--- config.mk ---
export PLATFORM = sky130hd
export DESIGN_NAME = serial_equaln_flat
export DESIGN_NICKNAME = d
export VERILOG_FILES = /design/src/rtl/serial_equaln_pkg.sv /design/src/rtl/serial_equaln_if.sv /design/src/rtl/equaln.sv /design/src/rtl/serial_equaln.sv /design/src/flat_wrapper.sv
export SDC_FILE = /design/constraint.sdc
export NUM_CORES = 1
export LEC_CHECK = 0
export CAP_MARGIN = 20
export CORE_MARGIN = 3
export CORE_UTILIZATION = 24
export CTS_BUF_LIST = sky130_fd_sc_hd__clkbuf_16
export CTS_CLUSTER_DIAMETER = 30
export CTS_CLUSTER_SIZE = 25
export DETAILED_ROUTE_END_ITERATION = 6
export MAX_ROUTING_LAYER = met4
export PLACE_DENSITY = 0.44
export SLEW_MARGIN = 20
export SYNTH_ARGS = -nofsm -noshare
export SYNTH_HDL_FRONTEND = slang
export SYNTH_SLANG_ARGS = --single-unit
--- constraint.sdc ---
create_clock -name clk -period 2.8 [get_ports clk]
set_input_delay 0.84 -clock clk [delete_from_list [all_inputs] [get_ports clk]]
set_output_delay 0.84 -clock clk [all_outputs]
set_load 0.005 [all_outputs]
--- src/rtl/serial_equaln_pkg.sv ---
// Shared definitions for the serial chunk-wise equality comparator.
// State encodings, FSM type and index-width helper.
package serial_equaln_pkg;

   localparam logic [1:0] ST_IDLE = 2'd0;
   localparam logic [1:0] ST_CMP  = 2'd1;
   localparam logic [1:0] ST_DONE = 2'd2;

   typedef enum logic [1:0] {
      IDLE = ST_IDLE,
      CMP  = ST_CMP,
      DONE = ST_DONE
   } state_e;

   function automatic int idx_w(input int nch);
      return (nch <= 1) ? 1 : $clog2(nch);
   endfunction

endpackage

--- src/rtl/serial_equaln_if.sv ---
// Request/result handshake bundle for serial_equaln.
// The master side issues operands and consumes the result.
interface serial_equaln_if
   import serial_equaln_pkg::*;
#(
   parameter int WIDTH = 32,
   parameter int CHUNK = 8
) ();

   localparam int NCH = WIDTH / CHUNK;
   localparam int IW  = idx_w(NCH);

   logic             in_valid;
   logic             in_ready;
   logic [WIDTH-1:0] a;
   logic [WIDTH-1:0] b;
   logic             flush;
   logic             out_valid;
   logic             out_ready;
   logic             eq;
   logic [IW-1:0]    mismatch_idx;
   logic             busy;

   modport master (
      output in_valid,
      input  in_ready,
      output a,
      output b,
      output flush,
      input  out_valid,
      output out_ready,
      input  eq,
      input  mismatch_idx,
      input  busy
   );

   modport slave (
      input  in_valid,
      output in_ready,
      input  a,
      input  b,
      input  flush,
      output out_valid,
      input  out_ready,
      output eq,
      output mismatch_idx,
      output busy
   );

endinterface

--- src/rtl/equaln.sv ---
// Combinational N-bit equality compare.
module equaln #(
   parameter int WIDTH = 8
) (
   input  logic [WIDTH-1:0] a,
   input  logic [WIDTH-1:0] b,
   output logic             eq
);

   assign eq = (a == b);

endmodule

--- src/rtl/serial_equaln.sv ---
// Multi-cycle equality compare, CHUNK bits per cycle, lowest chunk first.
// Stops at the first differing chunk and reports its index.
module serial_equaln
   import serial_equaln_pkg::*;
#(
   parameter int WIDTH = 32,
   parameter int CHUNK = 8
) (
   input logic           clk,
   input logic           rst,
   serial_equaln_if.slave bus
);

   localparam int NCH = WIDTH / CHUNK;
   localparam int IW  = idx_w(NCH);
   localparam logic [IW-1:0] LAST = IW'(NCH - 1);

   state_e           state_q, state_d;
   logic [IW-1:0]    idx_q, idx_d;
   logic [WIDTH-1:0] a_q, a_d;
   logic [WIDTH-1:0] b_q, b_d;
   logic             eq_q, eq_d;
   logic [IW-1:0]    mis_q, mis_d;

   logic [CHUNK-1:0] a_chunk;
   logic [CHUNK-1:0] b_chunk;
   logic             chunk_eq;

   assign a_chunk = a_q[int'(idx_q) * CHUNK +: CHUNK];
   assign b_chunk = b_q[int'(idx_q) * CHUNK +: CHUNK];

   equaln #(
      .WIDTH (CHUNK)
   ) u_equaln (
      .a  (a_chunk),
      .b  (b_chunk),
      .eq (chunk_eq)
   );

   always_comb begin
      state_d = state_q;
      idx_d   = idx_q;
      a_d     = a_q;
      b_d     = b_q;
      eq_d    = eq_q;
      mis_d   = mis_q;
      if (bus.flush) begin
         state_d = IDLE;
         idx_d   = '0;
         a_d     = '0;
         b_d     = '0;
         eq_d    = 1'b0;
         mis_d   = '0;
      end else begin
         case (state_q)
            IDLE: begin
               if (bus.in_valid) begin
                  a_d     = bus.a;
                  b_d     = bus.b;
                  idx_d   = '0;
                  state_d = CMP;
               end
            end
            CMP: begin
               if (!chunk_eq) begin
                  state_d = DONE;
                  eq_d    = 1'b0;
                  mis_d   = idx_q;
               end else if (idx_q == LAST) begin
                  state_d = DONE;
                  eq_d    = 1'b1;
                  mis_d   = '0;
               end else begin
                  idx_d = idx_q + IW'(1);
               end
            end
            DONE: begin
               if (bus.out_ready) begin
                  state_d = IDLE;
                  eq_d    = 1'b0;
                  mis_d   = '0;
               end
            end
            // Unused encoding 2'd3 falls back to IDLE.
            default: begin
               state_d = IDLE;
               idx_d   = '0;
               eq_d    = 1'b0;
               mis_d   = '0;
            end
         endcase
      end
   end

   always_ff @(posedge clk or posedge rst) begin
      if (rst) begin
         state_q <= IDLE;
         idx_q   <= '0;
         a_q     <= '0;
         b_q     <= '0;
         eq_q    <= 1'b0;
         mis_q   <= '0;
      end else begin
         state_q <= state_d;
         idx_q   <= idx_d;
         a_q     <= a_d;
         b_q     <= b_d;
         eq_q    <= eq_d;
         mis_q   <= mis_d;
      end
   end

   // Result outputs are gated so they read zero outside DONE.
   assign bus.in_ready     = (state_q == IDLE);
   assign bus.out_valid    = (state_q == DONE);
   assign bus.busy         = (state_q == CMP) || (state_q == DONE);
   assign bus.eq           = bus.out_valid & eq_q;
   assign bus.mismatch_idx = bus.out_valid ? mis_q : '0;

endmodule

--- src/flat_wrapper.sv ---
// flat-port wrapper written by rule: the top's interface ports become plain ports
module serial_equaln_flat import serial_equaln_pkg::*;
#(
   parameter int WIDTH = 32,
   parameter int CHUNK = 8
)
  (clk, rst, bus_in_valid, bus_in_ready, bus_a, bus_b, bus_flush, bus_out_valid, bus_out_ready, bus_eq, bus_mismatch_idx, bus_busy);
  serial_equaln_if #(.WIDTH(WIDTH), .CHUNK(CHUNK)) bus_i ();
  input logic clk;
  input logic rst;
  input wire logic [$bits(bus_i.in_valid)-1:0] bus_in_valid;
  output wire logic [$bits(bus_i.in_ready)-1:0] bus_in_ready;
  input wire logic [$bits(bus_i.a)-1:0] bus_a;
  input wire logic [$bits(bus_i.b)-1:0] bus_b;
  input wire logic [$bits(bus_i.flush)-1:0] bus_flush;
  output wire logic [$bits(bus_i.out_valid)-1:0] bus_out_valid;
  input wire logic [$bits(bus_i.out_ready)-1:0] bus_out_ready;
  output wire logic [$bits(bus_i.eq)-1:0] bus_eq;
  output wire logic [$bits(bus_i.mismatch_idx)-1:0] bus_mismatch_idx;
  output wire logic [$bits(bus_i.busy)-1:0] bus_busy;
  assign bus_i.in_valid = bus_in_valid;
  assign bus_in_ready = bus_i.in_ready;
  assign bus_i.a = bus_a;
  assign bus_i.b = bus_b;
  assign bus_i.flush = bus_flush;
  assign bus_out_valid = bus_i.out_valid;
  assign bus_i.out_ready = bus_out_ready;
  assign bus_eq = bus_i.eq;
  assign bus_mismatch_idx = bus_i.mismatch_idx;
  assign bus_busy = bus_i.busy;
  serial_equaln #(.WIDTH(WIDTH), .CHUNK(CHUNK)) u_core (.clk(clk), .rst(rst), .bus(bus_i));
endmodule
; Word-level counts from Yosys, hierarchy flattened
; Cells that the tools add are included.
; Widths: inputs -> output; s select.
[word_totals]
regBits = 71
input_bits = 69
out_inout_bits = 6
wordCells = 56
[op_classes]
addsub = 1
n_eq_ne = 11
shift = 2
n_mux = 27
n_bitwise = 1
reduce_logical = 8
[op_table]
columns = cell, n
row1 = $mux 32, 6
row2 = $shiftx 32x6->8, 2
row3 = $mux 2, 13
row4 = $pmux 2 s3, 3
row5 = $eq 8x8->1, 1
row6 = $ne 3x2->1 const B, 2
row7 = $ne 3x3->1 const B, 2
row8 = $reduce_and 3->1, 2
row9 = $eq 2x2->1 const B, 2
row10 = $mux 1, 4
row11 = $ne 4x4->1 const B, 1
row12 = $reduce_and 4->1, 1
row13 = $reduce_bool 2->1, 2
row14 = $pmux 1 s3, 1
row15 = $add 2x1->2 const B, 1
row16 = $eq 2x1->1 const B, 1
row17 = $logic_not 2->1, 1
row18 = $ne 2x1->1 const B, 1
row19 = $ne 2x2->1 const B, 1
row20 = $reduce_and 2->1, 1
row21 = $and 1x1->1, 1
row22 = $logic_or 1x1->1, 1

; Longest topological paths before layout
; Gate-level depths: netlist of run 1.
[logic_depth]
ltp_word = 5
ltp_mapped = 7
depth_no_buf = 7

; By module
; From an unflattened synthesis of run 1, not the netlist that was laid out.
[hier_totals]
hier_cells = 222
hier_area_um2 = 3239.4
[by_module_without_submodules]
columns = mod, n_inst, cells_each, area_each_um2, seq_area_each_um2
row1 = serial_equaln, 1, 211, 3153.0, 1776.7
row2 = equaln, 1, 11, 86.3, 0.0

; Least setup slack after synthesis of run 1
; No wires, ideal clock.
[synth_path]
path_kind = register to register
start = reg u_core.b_q[19]
end = reg u_core.state_q[1]
setup_time_ns = 0.104
arrival_time_ns = 1.847
required_time_ns = 2.696
path_slack_ns = 0.849
stages_incl_launch_ff = 7
path_buffers = 0
period_less_slack_ns = 1.951
cell_sequence = dfrtp_1 -> xor2_1 -> or4_4 -> a221oi_2 -> nor2_2 -> or4_1 -> o311ai_1
[synth_via]
elab_chain_cells = 5
elab_cells_between_ends = 7
cone_classes = eq/ne: 2 / shift: 1 / mux: 3 / reduce/logical: 1
[synth_rtl]
columns = element, line_no
row1 = "start, declared", serial_equaln.sv:21  ; logic [WIDTH-1:0] b_q, b_d;
row2 = "start signal, assigned", serial_equaln.sv:100  ; b_q <= '0;
row3 = "start signal, assigned", serial_equaln.sv:107  ; b_q <= b_d;
row4 = $shiftx 32x6->8 (*), serial_equaln.sv:30  ; assign b_chunk = b_q[int'(idx_q) * CHUNK +: CHUNK];
row5 = $eq 8x8->1 (*), equaln.sv:10  ; assign eq = (a == b);
row6 = $mux 2, serial_equaln.sv:65  ; if (!chunk_eq) begin
row7 = $pmux 2 s3, serial_equaln.sv:55  ; case (state_q)
row8 = $mux 2, serial_equaln.sv:47  ; if (bus.flush) begin
row9 = "end signal, assigned", serial_equaln.sv:104  ; state_q <= state_d;
row10 = "end, declared", serial_equaln.sv:18  ; state_e state_q, state_d;
; Every way passes the cells marked *; elsewhere a longest branch is shown, timed or not.
; A chain may end at the register's enable or synchronous reset.

; Final worst setup path of run 1
[layout_path]
start = reg u_core.state_q[0]
end = out bus_eq
[layout_via]
elab_chain_cells = 2
[layout_rtl]
columns = element, line_no
row1 = $eq 2x2->1, serial_equaln.sv:115  ; assign bus.out_valid = (state_q == DONE);
row2 = $and 1x1->1, serial_equaln.sv:117  ; assign bus.eq = bus.out_valid & eq_q;
row3 = "end, declared", flat_wrapper.sv:18  ; output wire logic [$bits(bus_i.eq)-1:0] bus_eq;
; No other way between the ends.

==> reports/summary.txt, run 1 <==
Highest Signal Layer: met4
Avg Vias per Cell: 4.31
post-cts resize count: 0
placed instance area: 4320 um2
die width: 124 um
Worst-path clk slew: 0.05 ns
Max Transition Viols Final: 0
Post-CTS Hold Fix Bufs: 0
WL met3: 275 um
fin crit share: 0.936
max_cap viols: 0
leakage: 2.04 nW
Final Instance Area: 4600 um2
share of cells above drive strength 1: 0.0646
Relative slew margins: 0.587
Worst Path Buf+Inv: 2
Synth area leader: dfrtp_1
post-synth cell types: 33
Comb pwr share: 0.319
DR pass1 iterations: 4
critical path capture point type: output pin
worst path cell trace: inv_1, ha_1, and2_1, clkdlybuf4s50_1
vias in the first global route: 2,832
hold endpoint: u_core.mis_q[1]
core area: 13,500 um2
fin nets: 519
Filler cells: 1,475
most common cell after layout, fill and taps aside: nand2_1
maximum vdd drop: 0.000297 V
cell count after synthesis: 375
synthesized cell area: 3350 um2
Root Buffer: clkbuf_16
most frequent cells in the layout: nand2_1, clkdlybuf4s50_1, dfrtp_1
Die Y: 124 um
Seq pwr share: 0.373
hold slack: 0.504 ns
# rows: 42
Routed met2 length: 4.03 mm
P_int: 2.37 mW
Required @ worst endpoint: 1.96 ns
Clock Power Share: 0.308
Final min period: 2.62 ns
Hold Path Cell Cnt: 1
Storage cell area: 1780 um2
Sinks on Clock Net: 71
later-pin clock latency in the skew report: 0.33 ns
CTS tree: done
startpoint types: flop
Max FO, Critical Path: 6
RSZ-0062 raised after global routing: false
Setup WS pre-CTS: 0.491 ns
total track usage: 0.118
drc violations: 0
r2r endpoint: u_core.state_q[1]
Post-Syn Area per Cell: 8.95 um2
synth warn: 0
post-synthesis sequential area ratio: 0.530
hold_sp: u_core.mis_q[1]
Critical Path AT: 1.78 ns
WL/cell: 13.7 um
H-tree levels: 3
Routed Antenna Nets: 0
final setup margin: 0.179 ns
count of final hold-check violations: 0
r2r worst-path depth: 7
slowest cell on the critical path: clkdlybuf4s50_1
Crit Reg-Reg Startpoint: u_core.b_q[13]
syn nets: 449
first-pass GRT wire length: 14.3 mm
FFs w/ async S/R, synth: 1.00
area of the multi-input gates: 1490 um2
worst slew pin tran: 0.620 ns
clk buf depth: 2
TNS Setup: 0 ns
final setup vio count: 0
outcome: finished, final reports clean
P&R area growth vs syn: 37.2%
I/O pin cnt: 75
Vias: 2,701
Primary FF master, synth: dfrtp_1
Crit Path Class: flop to output pin
Worst path max stage delay: 0.49 ns
Post-DP HPWL: 5.85 mm
share of the synthesized area in the top cell type: 0.530
RePlAce Congestion: 0.758
Max Clock Freq: 382 MHz
WL final: 8.56 mm
M1 WL: 4.13 mm
TritonCTS Buffers: 9
switching share of power: 0.330
skew final: 0.00671 ns
R2R setup slack: 0.63 ns
sw power: 1.17 mW
largest net degree at the start of global routing: 72
DR iter-0 viols: 142
die area: 15,400 um2
worst min-delay path class: flop to flop
initial antenna violation count: 1
postcts setup bufs: 0
Post-synth EDFFs: 0
final core utilization: 0.342
IO Port Bufs: 74
ranking of synthesized cells by area: dfrtp_1, nand2_1, a21oi_1
Pwr Density: 767 nW/um2
Starting Density: 0.249
largest delay contributor family on the critical path: buffers and inverters
GRT Residual Overflow: 0
FF+latch count, synth: 71
-- synthesized netlist by cell type (2+ instances only) --
cell type  number
xor2_1         24
nand2_1       132
ha_1            5
nor4_1          6
buf_1           9
nor2b_1         4
a21oi_1        68
mux2i_1         2
a211o_1         2
and2_1          4
and3_2          2
clkbuf_1       13
a22o_1          2
inv_1           3
nand2b_1        2
xnor2_1         8
nor3_1          3
dfrtp_1        71
-- per-stage QoR --
stage | cells | total power [mW]
final | 626 | 3.53
after CTS | 625 | 3.61
after global routing | 626 | 3.79
after global placement | 610 | 2.48
after detailed placement | 610 | 2.50
after floorplan | 375 | 2.04
-- final cells by class --
| class | instances | share of cell area |
|---|---|---|
| flip-flops and latches | 71 | 0.386 |
| inverters | 3 | 0.00245 |
| clock buffers | 9 | 0.0489 |
| multi-input cells | 279 | 0.323 |
| diodes | 1 | 0.000544 |
| repair buffers | 81 | 0.179 |
| well taps | 176 | 0.0478 |
| clock inverters | 6 | 0.0117 |
-- worst max path at each step --
stage / start / depth (start not counted) / to / slack (ns)
2_1_floorplan: rst / 1 / u_core.a_q[0] / 0.16
3_3_place_gp: bus_in_valid / 5 / u_core.b_q[0] / 0.51
3_5_place_dp: bus_in_valid / 5 / u_core.a_q[31] / 0.49
4_1_cts: u_core.state_q[0] / 4 / bus_eq / 0.13
5_1_grt: u_core.state_q[0] / 4 / bus_eq / 0.08
6_report: u_core.state_q[0] / 4 / bus_eq / 0.18
-- per-layer routing --
| metal | vias to the layer above | track usage |
|---|---|---|
| li1 | 1378 | - |
| met1 | 1257 | 0.157 |
| met2 | 54 | 0.176 |
| met3 | 12 | 0.0258 |
| met4 | 0 | 0.0496 |
| met5 | - | - |
-- power groups by stage --
| stage | clock [mW] | sequential (mW) | combinational [mW] |
|---|---|---|---|
| global placement | 0 | 1.33 | 1.15 |
| floorplan | 0 | 1.31 | 0.735 |
| global route | 1.16 | 1.34 | 1.29 |
| CTS | 1.12 | 1.32 | 1.16 |
| detailed placement | 0 | 1.34 | 1.16 |
| finish | 1.09 | 1.32 | 1.13 |
-- logic make-up (layout without fill, tap and decap cells) --
| kind of cell | after synthesis | in the layout | share of synthesized area |
|---|---|---|---|
| AND/OR/NAND/NOR | 159 | 159 | 0.200 |
| AO/OA/AOI/OAI | 81 | 81 | 0.134 |
| flip-flops | 71 | 71 | 0.530 |
| XOR/XNOR | 32 | 32 | 0.0836 |
| buffers and inverters | 25 | 99 | 0.0280 |
| adder cells (fa/ha/maj) | 5 | 5 | 0.0186 |
| multiplexers | 2 | 2 | 0.00597 |
| other | 0 | 1 | 0 |
-- state kept, by name, summed over array words and instances, names as in the netlist --
name and flops:
u_core.eq_q 1, u_core.idx_q 2, u_core.state_q 2, u_core.mis_q 2, u_core.b_q 32, u_core.a_q 32
No activity file was read; power rests on OpenSTA's default activity.
==> run 2, diff against run 1 <==
GPL_TIMING_DRIVEN = 0   (was default)
==> run 2 against run 1 <==
  * Utilization is 0.15 points lower
  * Highest routed layer unchanged
  * Setup slack worse by 0.00057 ns
  * Clock skew is 0.0021 ns lower
==> reports/summary.txt, run 2 (synthesis results as in run 1) <==
Post-DP HPWL: 6.64 mm (was 5.85 mm)
worst path cell trace: inv_1, ha_1, and2_1, clkdlybuf4s50_1 (unchanged)
area of the multi-input gates: 1480 um2 (was 1490 um2)
DR iter-0 viols: 105 (was 142)
core area: 13,500 um2 (unchanged)
non-filler cells in the finished layout: 640 (was 626)
Clock Power Share: 0.289 (was 0.308)
Critical Path AT: 1.78 ns (about the same)
r2r worst-path depth: 7 (unchanged)
later-pin clock latency in the skew report: 0.33 ns (about the same)
startpoint types: flop (unchanged)
worst slew pin tran: 0.548 ns (was 0.620 ns)
sw power: 1.19 mW (was 1.17 mW)
die width: 124 um (unchanged)
worst min-delay path class: flop to flop (unchanged)
fin nets: 534 (was 519)
CTS tree: done (unchanged)
Crit Path Class: flop to output pin (unchanged)
first-pass GRT wire length: 14.6 mm (was 14.3 mm)
count of final hold-check violations: 0 (unchanged)
P&R area growth vs syn: 36.6% (was 37.2%)
largest net degree at the start of global routing: 40 (was 72)
Inst Count DP: 625 (was 610)
Largest regs: u_core.a_q: 32 flops, u_core.b_q: 32 flops (unchanged)
final core utilization: 0.341 (was 0.342)
I/O pin cnt: 75 (unchanged)
GRT Residual Overflow: 0 (unchanged)
critical path capture point type: output pin (unchanged)
Relative slew margins: 0.635 (was 0.587)
IO Port Bufs: 73 (was 74)
drc violations: 0 (unchanged)
WL/cell: 13.9 um (was 13.7 um)
TNS Setup: 0 ns (unchanged)
max_cap viols: 0 (unchanged)
slowest cell on the critical path: clkdlybuf4s50_1 (unchanged)
fin crit share: 0.936 (about the same)
share of cells above drive strength 1: 0.0453 (was 0.0646)
Final min period: 2.62 ns (about the same)
Required @ worst endpoint: 1.96 ns (about the same)
DR pass1 iterations: 4 (unchanged)
Worst Path Buf+Inv: 2 (unchanged)
P_int: 2.24 mW (was 2.37 mW)
Root Buffer: clkbuf_16 (unchanged)
hold slack: 0.501 ns (was 0.504 ns)
final setup margin: 0.178 ns (was 0.179 ns)
TritonCTS Buffers: 9 (unchanged)
outcome: finished, final reports clean (unchanged)
Die Y: 124 um (unchanged)
largest delay contributor family on the critical path: buffers and inverters (unchanged)
most frequent cells in the layout: nand2_1, clkdlybuf4s50_1, dfrtp_1 (unchanged)
diodes inserted: 0 (was 1)
die area: 15,400 um2 (unchanged)
Sinks on Clock Net: 71 (unchanged)
H-tree levels: 3 (unchanged)
clk buf depth: 2 (unchanged)
Starting Density: 0.249 (unchanged)
Max FO, Critical Path: 6 (unchanged)
RSZ-0062 raised after global routing: false (unchanged)
Avg Vias per Cell: 4.37 (was 4.31)
postcts setup bufs: 0 (unchanged)
maximum vdd drop: 0.000251 V (was 0.000297 V)
Hold Path Cell Cnt: 1 (unchanged)
final setup vio count: 0 (unchanged)
Max Clock Freq: 381 MHz (was 382 MHz)
Storage cell area: 1780 um2 (unchanged)
Vias: 2,797 (was 2,701)
Post-CTS Hold Fix Bufs: 0 (unchanged)
Comb pwr share: 0.327 (was 0.319)
# rows: 42 (unchanged)
WL final: 8.86 mm (was 8.56 mm)
Pwr Density: 750 nW/um2 (was 767 nW/um2)
initial antenna violation count: 0 (was 1)
Setup WS pre-CTS: -0.0670 ns (was 0.491 ns)
Routed Antenna Nets: 0 (unchanged)
Worst-path clk slew: 0.05 ns (about the same)
leakage: 2.02 nW (was 2.04 nW)
Seq pwr share: 0.384 (was 0.373)
total track usage: 0.122 (was 0.118)
Worst path max stage delay: 0.50 ns (was 0.49 ns)
post-cts resize count: 0 (unchanged)
RePlAce Congestion: 0.749 (was 0.758)
Filler cells: 1,458 (was 1,475)
vias in the first global route: 2,965 (was 2,832)
most common cell after layout, fill and taps aside: nand2_1 (unchanged)
Max Transition Viols Final: 0 (unchanged)
skew final: 0.00464 ns (was 0.00671 ns)
switching share of power: 0.347 (was 0.330)
Critical Path Stages: 4 (unchanged)
run 2: metal layers:
layer  GRT usage  share of wire  vias to the layer above
met5           -              0                        -
met4      0.0426          0.017                        0
met3      0.0322          0.041                       12
met2       0.193           0.48                       65
met1       0.152           0.47                     1310
li1            -              -                     1410
run 2: per-stage QoR:
stage,area (um2),power [mW]
6_report,4580,3.44
5_1_grt,4580,3.69
4_1_cts,4580,3.50
3_5_place_dp,4330,2.49
3_3_place_gp,4310,2.46
2_1_floorplan,3350,2.04
run 2: final timing paths:
check,slack (ns),start,endpoint
min in group asynchronous,0.87,rst,u_core.a_q[10]
setup reg to reg,0.56,u_core.b_q[13],u_core.state_q[1]
setup / recovery,0.18,u_core.state_q[0],bus_mismatch_idx[0]
max in group asynchronous,1.38,rst,u_core.eq_q
hold reg to reg,0.50,u_core.mis_q[1],u_core.mis_q[1]
hold / removal,0.50,u_core.mis_q[1],u_core.mis_q[1]
run 2: power by group through the flow:
stage	combinational (mW)	clock, mW	sequential [mW]
after detailed placement	1.16	0	1.34
final	1.12	0.991	1.32
after CTS	1.16	1.02	1.32
after floorplan	0.735	0	1.31
after global routing	1.27	1.07	1.35
after global placement	1.13	0	1.34
run 2: final cells by class:
cell class	count	area share
flip-flops and latches	71	0.388
inverters	3	0.00300
repair buffers	74	0.164
well taps	176	0.0480
multi-input cells	279	0.324
plain buffers	22	0.0180
clock buffers	9	0.0491
clock inverters	6	0.00655
